## src/rtl/pipeline_issue_ctrl_if.sv

```systemverilog
// pipeline_issue_ctrl_if: request, flush, pipeline and response signals of the issue controller
interface pipeline_issue_ctrl_if #(
  parameter int ADDRESS_WIDTH = 32,
  parameter int ID_WIDTH = 4,
  parameter int NUM_REQ = 4
);
  logic [NUM_REQ-1:0] req_valid, req_ready, flush_req, flush_ack, rsp_valid;
  logic [NUM_REQ*ADDRESS_WIDTH-1:0] req_address;
  logic [NUM_REQ*ID_WIDTH-1:0] flush_req_id;
  logic [ID_WIDTH-1:0] req_id, pipe_id, pipe_flush_id, pout_id, rsp_id;
  logic [ADDRESS_WIDTH-1:0] pipe_address, pout_address, rsp_address;
  logic pipe_valid, pipe_flush, pipe_stall, pout_valid, rsp_ready, busy, err_orphan;
  modport master (
    input req_valid, req_address, flush_req, flush_req_id, pout_address, pout_id, pout_valid, rsp_ready,
    output req_ready, req_id, flush_ack, pipe_address, pipe_id, pipe_valid, pipe_flush, pipe_flush_id,
           pipe_stall, rsp_valid, rsp_address, rsp_id, busy, err_orphan
  );
  modport slave (
    output req_valid, req_address, flush_req, flush_req_id, pout_address, pout_id, pout_valid, rsp_ready,
    input req_ready, req_id, flush_ack, pipe_address, pipe_id, pipe_valid, pipe_flush, pipe_flush_id,
          pipe_stall, rsp_valid, rsp_address, rsp_id, busy, err_orphan
  );
endinterface

```

## src/rtl/pipeline_issue_ctrl.sv

```systemverilog
// pipeline_issue_ctrl: issue arbitration, ID scoreboard, response routing and per-ID flush sequencing.
// Define ISSUE_RR_EN for round-robin issue arbitration; otherwise fixed priority (lowest index wins).
module pipeline_issue_ctrl #(
  parameter int ADDRESS_WIDTH = 32,
  parameter int ID_WIDTH = 4,
  parameter int NUM_REQ = 4,
  parameter int PIPE_DEPTH = 8
) (
  input logic clk,
  input logic reset,
  pipeline_issue_ctrl_if.master bus
);
  localparam int NID = 1 << ID_WIDTH;
  localparam int RW = $clog2(NUM_REQ);
  localparam int CW = $clog2(PIPE_DEPTH + 1) + 1;
  typedef enum logic [1:0] {IDLE, FLUSH, DRAIN, ACK} state_t;
  state_t state, state_nx;
  logic [NID-1:0] busy_q, flushed_q;
  logic [RW-1:0] owner_q [NID];
  logic [RW-1:0] fl_req_q, fl_idx, gnt_idx;
  logic [ID_WIDTH-1:0] fl_id_q, fl_id, free_id;
  logic [CW-1:0] cnt_q;
  logic [ADDRESS_WIDTH-1:0] gnt_addr;
  logic free_ok, fl_any, fl_hit, gnt_found, grant_ok, pout_busy, pout_flushed, rsp_hit, err_q;
  always_comb begin
    free_ok = 1'b0;
    free_id = '0;
    for (int i = NID - 1; i >= 0; i--)
      if (!busy_q[i]) begin
        free_ok = 1'b1;
        free_id = ID_WIDTH'(i);
      end
    fl_any = 1'b0;
    fl_idx = '0;
    fl_id = '0;
    for (int i = NUM_REQ - 1; i >= 0; i--)
      if (bus.flush_req[i]) begin
        fl_any = 1'b1;
        fl_idx = RW'(i);
        fl_id = bus.flush_req_id[i*ID_WIDTH +: ID_WIDTH];
      end
    fl_hit = busy_q[fl_id] && owner_q[fl_id] == fl_idx;
  end
`ifdef ISSUE_RR_EN
  logic [RW-1:0] rr_q;
  logic [2*NUM_REQ-1:0] rr_dbl;
  logic [NUM_REQ-1:0] rr_rot;
  assign rr_dbl = {bus.req_valid, bus.req_valid} >> rr_q;
  assign rr_rot = rr_dbl[NUM_REQ-1:0];
  always_comb begin
    gnt_found = 1'b0;
    gnt_idx = '0;
    for (int i = NUM_REQ - 1; i >= 0; i--)
      if (rr_rot[i]) begin
        gnt_found = 1'b1;
        gnt_idx = RW'((int'(rr_q) + i) % NUM_REQ);
      end
  end
  always_ff @(posedge clk or negedge reset)
    if (!reset) rr_q <= '0;
    else if (grant_ok) rr_q <= RW'((int'(gnt_idx) + 1) % NUM_REQ);
`else
  always_comb begin
    gnt_found = 1'b0;
    gnt_idx = '0;
    for (int i = NUM_REQ - 1; i >= 0; i--)
      if (bus.req_valid[i]) begin
        gnt_found = 1'b1;
        gnt_idx = RW'(i);
      end
  end
`endif
  always_comb begin
    gnt_addr = '0;
    for (int i = 0; i < NUM_REQ; i++)
      if (gnt_idx == RW'(i)) gnt_addr = bus.req_address[i*ADDRESS_WIDTH +: ADDRESS_WIDTH];
  end
  assign pout_busy = busy_q[bus.pout_id];
  assign pout_flushed = flushed_q[bus.pout_id];
  assign bus.pipe_stall = bus.pout_valid & ~bus.rsp_ready & ~pout_flushed;
  assign rsp_hit = bus.pout_valid & pout_busy & ~pout_flushed;
  // An accepted flush in the same cycle blocks issue, so flush wins over requesters
  assign grant_ok = gnt_found & free_ok & ~bus.pipe_stall & (state == IDLE) & ~fl_any;
  assign bus.req_ready = grant_ok ? NUM_REQ'(1) << gnt_idx : '0;
  assign bus.req_id = grant_ok ? free_id : '0;
  assign bus.rsp_valid = rsp_hit ? NUM_REQ'(1) << owner_q[bus.pout_id] : '0;
  assign bus.rsp_address = bus.pout_address;
  assign bus.rsp_id = bus.pout_id;
  assign bus.pipe_flush = state == FLUSH;
  assign bus.pipe_flush_id = state == FLUSH ? fl_id_q : '0;
  assign bus.flush_ack = state == ACK ? NUM_REQ'(1) << fl_req_q : '0;
  assign bus.busy = |busy_q || state != IDLE;
  assign bus.err_orphan = err_q;
  always_comb begin
    state_nx = state == IDLE  ? (fl_any ? (fl_hit ? FLUSH : ACK) : IDLE)
             : state == FLUSH ? DRAIN
             : state == DRAIN ? ((!bus.pipe_stall && cnt_q == CW'(PIPE_DEPTH)) ? ACK : DRAIN)
             : IDLE;
  end
  always_ff @(posedge clk or negedge reset)
    if (!reset) begin
      state <= IDLE;
      busy_q <= '0;
      flushed_q <= '0;
      fl_req_q <= '0;
      fl_id_q <= '0;
      cnt_q <= '0;
      err_q <= 1'b0;
      bus.pipe_valid <= 1'b0;
      bus.pipe_address <= '0;
      bus.pipe_id <= '0;
      for (int i = 0; i < NID; i++) owner_q[i] <= '0;
    end else begin
      state <= state_nx;
      cnt_q <= state == DRAIN ? cnt_q + CW'(!bus.pipe_stall) : '0;
      err_q <= err_q | (bus.pout_valid & ~pout_busy);
      if (state == IDLE && fl_any) begin
        fl_req_q <= fl_idx;
        fl_id_q <= fl_id;
      end
      // Marking on acceptance lets a stalled response for this ID release the stall next cycle
      if (state == IDLE && fl_any && fl_hit) flushed_q[fl_id] <= 1'b1;
      if (rsp_hit && bus.rsp_ready) busy_q[bus.pout_id] <= 1'b0;
      if (grant_ok) begin
        busy_q[free_id] <= 1'b1;
        owner_q[free_id] <= gnt_idx;
      end
      if (state == ACK && flushed_q[fl_id_q]) begin
        busy_q[fl_id_q] <= 1'b0;
        flushed_q[fl_id_q] <= 1'b0;
      end
      if (!bus.pipe_stall) begin
        bus.pipe_valid <= grant_ok;
        if (grant_ok) begin
          bus.pipe_address <= gnt_addr;
          bus.pipe_id <= free_id;
        end
      end
    end
endmodule

```

## src/flat_wrapper.sv

```systemverilog
// flat-port wrapper written by rule: the top's interface ports become plain ports
module pipeline_issue_ctrl_flat 
#(
  parameter int ADDRESS_WIDTH = 32,
  parameter int ID_WIDTH = 4,
  parameter int NUM_REQ = 4,
  parameter int PIPE_DEPTH = 8
)
  (clk, reset, bus_req_valid, bus_req_address, bus_flush_req, bus_flush_req_id, bus_pout_address, bus_pout_id, bus_pout_valid, bus_rsp_ready, bus_req_ready, bus_req_id, bus_flush_ack, bus_pipe_address, bus_pipe_id, bus_pipe_valid, bus_pipe_flush, bus_pipe_flush_id, bus_pipe_stall, bus_rsp_valid, bus_rsp_address, bus_rsp_id, bus_busy, bus_err_orphan);
  pipeline_issue_ctrl_if #(.ADDRESS_WIDTH(ADDRESS_WIDTH), .ID_WIDTH(ID_WIDTH), .NUM_REQ(NUM_REQ)) bus_i ();
  input logic clk;
  input logic reset;
  input wire logic [$bits(bus_i.req_valid)-1:0] bus_req_valid;
  input wire logic [$bits(bus_i.req_address)-1:0] bus_req_address;
  input wire logic [$bits(bus_i.flush_req)-1:0] bus_flush_req;
  input wire logic [$bits(bus_i.flush_req_id)-1:0] bus_flush_req_id;
  input wire logic [$bits(bus_i.pout_address)-1:0] bus_pout_address;
  input wire logic [$bits(bus_i.pout_id)-1:0] bus_pout_id;
  input wire logic [$bits(bus_i.pout_valid)-1:0] bus_pout_valid;
  input wire logic [$bits(bus_i.rsp_ready)-1:0] bus_rsp_ready;
  output wire logic [$bits(bus_i.req_ready)-1:0] bus_req_ready;
  output wire logic [$bits(bus_i.req_id)-1:0] bus_req_id;
  output wire logic [$bits(bus_i.flush_ack)-1:0] bus_flush_ack;
  output wire logic [$bits(bus_i.pipe_address)-1:0] bus_pipe_address;
  output wire logic [$bits(bus_i.pipe_id)-1:0] bus_pipe_id;
  output wire logic [$bits(bus_i.pipe_valid)-1:0] bus_pipe_valid;
  output wire logic [$bits(bus_i.pipe_flush)-1:0] bus_pipe_flush;
  output wire logic [$bits(bus_i.pipe_flush_id)-1:0] bus_pipe_flush_id;
  output wire logic [$bits(bus_i.pipe_stall)-1:0] bus_pipe_stall;
  output wire logic [$bits(bus_i.rsp_valid)-1:0] bus_rsp_valid;
  output wire logic [$bits(bus_i.rsp_address)-1:0] bus_rsp_address;
  output wire logic [$bits(bus_i.rsp_id)-1:0] bus_rsp_id;
  output wire logic [$bits(bus_i.busy)-1:0] bus_busy;
  output wire logic [$bits(bus_i.err_orphan)-1:0] bus_err_orphan;
  assign bus_i.req_valid = bus_req_valid;
  assign bus_i.req_address = bus_req_address;
  assign bus_i.flush_req = bus_flush_req;
  assign bus_i.flush_req_id = bus_flush_req_id;
  assign bus_i.pout_address = bus_pout_address;
  assign bus_i.pout_id = bus_pout_id;
  assign bus_i.pout_valid = bus_pout_valid;
  assign bus_i.rsp_ready = bus_rsp_ready;
  assign bus_req_ready = bus_i.req_ready;
  assign bus_req_id = bus_i.req_id;
  assign bus_flush_ack = bus_i.flush_ack;
  assign bus_pipe_address = bus_i.pipe_address;
  assign bus_pipe_id = bus_i.pipe_id;
  assign bus_pipe_valid = bus_i.pipe_valid;
  assign bus_pipe_flush = bus_i.pipe_flush;
  assign bus_pipe_flush_id = bus_i.pipe_flush_id;
  assign bus_pipe_stall = bus_i.pipe_stall;
  assign bus_rsp_valid = bus_i.rsp_valid;
  assign bus_rsp_address = bus_i.rsp_address;
  assign bus_rsp_id = bus_i.rsp_id;
  assign bus_busy = bus_i.busy;
  assign bus_err_orphan = bus_i.err_orphan;
  pipeline_issue_ctrl #(.ADDRESS_WIDTH(ADDRESS_WIDTH), .ID_WIDTH(ID_WIDTH), .NUM_REQ(NUM_REQ), .PIPE_DEPTH(PIPE_DEPTH)) u_core (.clk(clk), .reset(reset), .bus(bus_i));
endmodule
```

## config.mk

```make
export PLATFORM = sky130hd
export DESIGN_NAME = pipeline_issue_ctrl_flat
export DESIGN_NICKNAME = d
export VERILOG_FILES = /design/src/rtl/pipeline_issue_ctrl_if.sv /design/src/rtl/pipeline_issue_ctrl.sv /design/src/flat_wrapper.sv
export SDC_FILE = /design/constraint.sdc
export NUM_CORES = 1
export LEC_CHECK = 0
export CAP_MARGIN = 30
export CORE_UTILIZATION = 45
export CTS_BUF_LIST = sky130_fd_sc_hd__clkbuf_8
export DETAILED_ROUTE_END_ITERATION = 8
export HOLD_SLACK_MARGIN = 0.03
export PLACE_DENSITY = 0.82
export SYNTH_ARGS = -nofsm -noshare
export SYNTH_HDL_FRONTEND = slang
export SYNTH_SLANG_ARGS = --single-unit
```

## constraint.sdc

```tcl
create_clock -name clk -period 6 [get_ports clk]
set_input_delay 1.2 -clock clk [delete_from_list [all_inputs] [get_ports clk]]
set_output_delay 1.2 -clock clk [all_outputs]
set_load 0.02 [all_outputs]
```

==> flow_metrics.env, run 1 <==
export IMPL_insertion_delay_ns=0.46
export IMPL_r2r_end="u_core.owner_q[10]"
export IMPL_cpLargestDelayFamily="buffers and inverters"
export IMPL_critical_path_class="in -> out"
export IMPL_io_pins=289
export IMPL_fin_crit_sh_pct=95.3
export IMPL_core_area_sq_mm=0.0154
export IMPL_row_count=45
export IMPL_drt_total_wl_um=24500
export IMPL_p_total_mw=3.17
export IMPL_rsz0062_at_grt="no"
export IMPL_clock_skew_ns=0.0188
export IMPL_cts_resized_gates=0
export IMPL_synth_warnings=0
export IMPL_worstHoldEndpoint="u_core.bus.err_orphan"
export IMPL_drc=0
export IMPL_cp_cell_sequence="clkdlybuf4s50_1 > mux4_2 > mux4_2 > nand2b_1 > nor2_4 > nor3_2 > nand2_1 > a211oi_1 > clkdlybuf4s50_1"
export IMPL_cts_max_level=4
export IMPL_synth_edf_count=0
export IMPL_clockRootBuffer="clkbuf_8"
export IMPL_yosys_register_bits=115
export IMPL_clock_sinks=115
export IMPL_reg2reg_setup_slack_ns=3.01
export IMPL_synth_nets=953
export IMPL_start_util_pct=46.7
export IMPL_wl_per_cell_um=21.2
export IMPL_maxCapViolCount=0
export IMPL_async_reset_ff_share_pct=100
export IMPL_slowest_stage="clkdlybuf4s50_1"
export IMPL_area_delta_synth_final_pct=35.4
export IMPL_p_per_area_mw_per_mm2=325
export IMPL_netlist_instances=755
export IMPL_cellLeakagePower_nw=3.98
export IMPL_holdPathStages=1
export IMPL_grt_total_usage_pct=31.2
export IMPL_overflow=0
export IMPL_synth_seq_area_share_pct=39.9
export IMPL_startpoint_type="input port"
export IMPL_antenna_found_initial=5
export IMPL_synth_avg_cell_area_sq_um=9.54
export IMPL_synthesis_area_sq_mm=0.00721
export IMPL_cp_end_kind="output pin"
export IMPL_cp_required_ns=4.80
export IMPL_postCtsSetupBuffers=0
export IMPL_slew_violations=0
export IMPL_ir_drop_uv=250
export IMPL_io_buffers=224
export IMPL_antenna_left=0
export IMPL_die_h_um=129
export IMPL_crit_buf_inv=2
export IMPL_grt_max_degree=67
export IMPL_hold_path_class="reg -> reg"
export IMPL_hold_violations=0
export IMPL_ys_types=70
export IMPL_ff2ff_path_depth=9
export IMPL_drtIter0Drc=846
export IMPL_r2r_start="u_core.busy_q[15]"
export IMPL_drt_pass1_iter_count=6
export IMPL_dieWidth_um=129
export IMPL_dp_hpwl_um=18300
export IMPL_place_gp_congestion=0.965
export IMPL_critical_path_arrival_ns=4.52
export IMPL_setup_viol=0
export IMPL_drive_gt1_share_pct=12.4
export IMPL_hp_start="u_core.bus.err_orphan"
export IMPL_synthFlopType="dfrtp_1"
export IMPL_grt_pass1_wl_um=38500
export IMPL_critical_path_max_stage_delay_ns=0.67
export IMPL_max_slew_margin_rel_pct=29.1
export IMPL_vias=7033
export IMPL_ctsHoldBuffers=0
export IMPL_numCtsBuffers=17
export IMPL_clk_pin_slew_ns=0.06
export IMPL_tightest_slew_ns=1.05
export IMPL_fmax_mhz=175
export IMPL_clockBufferDepth=2
export IMPL_cp_max_fo=8
export IMPL_timing_final_crit_period_ns=5.72
export IMPL_vias_per_cell=6.08
export IMPL_fin_setup_tns_ns=0
export IMPL_final_nets=1126
export IMPL_first_global_vias=6998
export IMPL_status="complete, no violations"
export IMPL_cts_tree="yes"
export IMPL_dieArea_sq_mm=0.0165
state kept, by name, summed over array words and instances (netlist names), 2 cells and up:
name	flops
u_core.fl_id_q	4
u_core.fl_req_q	2
u_core.cnt_q	5
u_core.busy_q	16
u_core.bus.pipe_id	4
u_core.bus.pipe_address	32
u_core.state	2
u_core.owner_q	32
u_core.flushed_q	16
final cells by class:
type                            count  area [sq um]
Antenna cell                        5          12.5
Clock buffer                       18           248
Clock inverter                     13           145
Fill cell                        1320          5670
Inverter                           14          52.6
Multi-Input combinational cell    543          3820
Sequential cell                   115          2880
Tap cell                          211           264
Timing Repair Buffer              237          2340
how the worst max path moves through the flow:
stage          depth (start not counted)  slack, ns           start          endpoint
2_1_floorplan                          5       1.35  bus_pout_id[0]  bus_rsp_valid[0]
3_3_place_gp                           7       0.43  bus_pout_id[0]  bus_rsp_valid[0]
3_5_place_dp                           9       0.29  bus_pout_id[0]     bus_req_id[2]
4_1_cts                                9       0.28  bus_pout_id[0]     bus_req_id[2]
5_1_grt                                9       0.04  bus_pout_id[0]     bus_req_id[2]
6_report                               9       0.28  bus_pout_id[0]     bus_req_id[2]
cell usage after synthesis (4+ instances only):
cell / n / area (sq um)
nand3_1: 20 / 100
buf_4: 39 / 293
nand2_1: 103 / 387
nor4_1: 4 / 25.0
nor3b_1: 4 / 30.0
mux2_2: 35 / 394
ha_1: 6 / 75.1
and3_1: 8 / 50.1
dfrtp_1: 115 / 2880
nand2b_1: 11 / 68.8
and2_1: 10 / 62.6
a21oi_1: 26 / 130
mux4_2: 24 / 541
nand4_1: 13 / 81.3
o21ai_0: 36 / 180
mux2i_1: 7 / 70.1
a21o_1: 7 / 52.6
inv_1: 13 / 48.8
nor2b_1: 4 / 25.0
nor2_1: 66 / 248
o31ai_1: 14 / 105
a31oi_1: 34 / 213
nand3b_1: 4 / 30.0
buf_1: 9 / 33.8
clkbuf_1: 27 / 101
and3b_1: 5 / 43.8
buf_2: 6 / 30.0
or3_1: 4 / 25.0
a222oi_1: 32 / 320
nor3_1: 11 / 55.1
logic make-up (layout without fill, tap and decap cells):
logic type / after synthesis / in the layout / share of synthesized area (%)
other: 0 / 5 / 0
adders and majority gates: 6 / 6 / 1.04
DFF: 115 / 115 / 39.9
AOI/OAI and AO/OA: 183 / 183 / 17.9
xor gates and xnor gates: 4 / 4 / 0.591
muxes: 66 / 66 / 13.9
and+or+nand+nor: 284 / 284 / 19.2
buffers and inverters: 97 / 282 / 7.40
layout by cell type, fill, tap and decap left out, types with 11 or more instances in the layout:
| cell | instances |
|---|---|
| nand2b_1 | 11 |
| o31ai_1 | 14 |
| mux4_2 | 24 |
| clkbuf_8 | 18 |
| nand4_1 | 13 |
| mux2_2 | 35 |
| nand2_1 | 103 |
| a31oi_1 | 34 |
| nand3_1 | 20 |
| a21oi_1 | 25 |
| clkdlybuf4s50_1 | 223 |
| nor2_1 | 65 |
| dfrtp_1 | 115 |
| buf_4 | 14 |
| a222oi_1 | 32 |
| inv_1 | 16 |
| o21ai_0 | 36 |
routing by layer:
layer  vias up  part of all wire [%]  GRT usage (%)
li1       3151                     -              -
met1      3355                    37           36.3
met5         -                     0              0
met4         0                   4.3           16.8
met3        78                   9.2           9.15
met2       449                    50           52.0
through the flow:
step	hold slack [ns]	std cells	cell area [sq um]	utilization, %	setup slack [ns]
3_5_place_dp	0.462	1120	9350	60.6	0.289
2_1_floorplan	0.467	755	7210	-	1.35
6_report	0.478	1156	9750	63.2	0.283
5_1_grt	0.499	1156	9750	63.2	0.0448
4_1_cts	0.480	1151	9740	63.1	0.280
3_3_place_gp	0.471	1120	9350	60.6	0.427
power by group:
group / total (mW) / internal (mW) / switching [mW]
sequential: 1.19 / 0.981 / 0.211
combinational: 1.24 / 0.620 / 0.620
clock: 0.739 / 0.411 / 0.328
total: 3.17 / 2.01 / 1.16
Power figures use the tool's default switching activity.
==> run 2, diff against run 1 <==
Settings changed: CTS_CLUSTER_SIZE from default to 20.
==> results of run 2 <==
The final DEF is identical to that of run 1; final timing and power are the same.
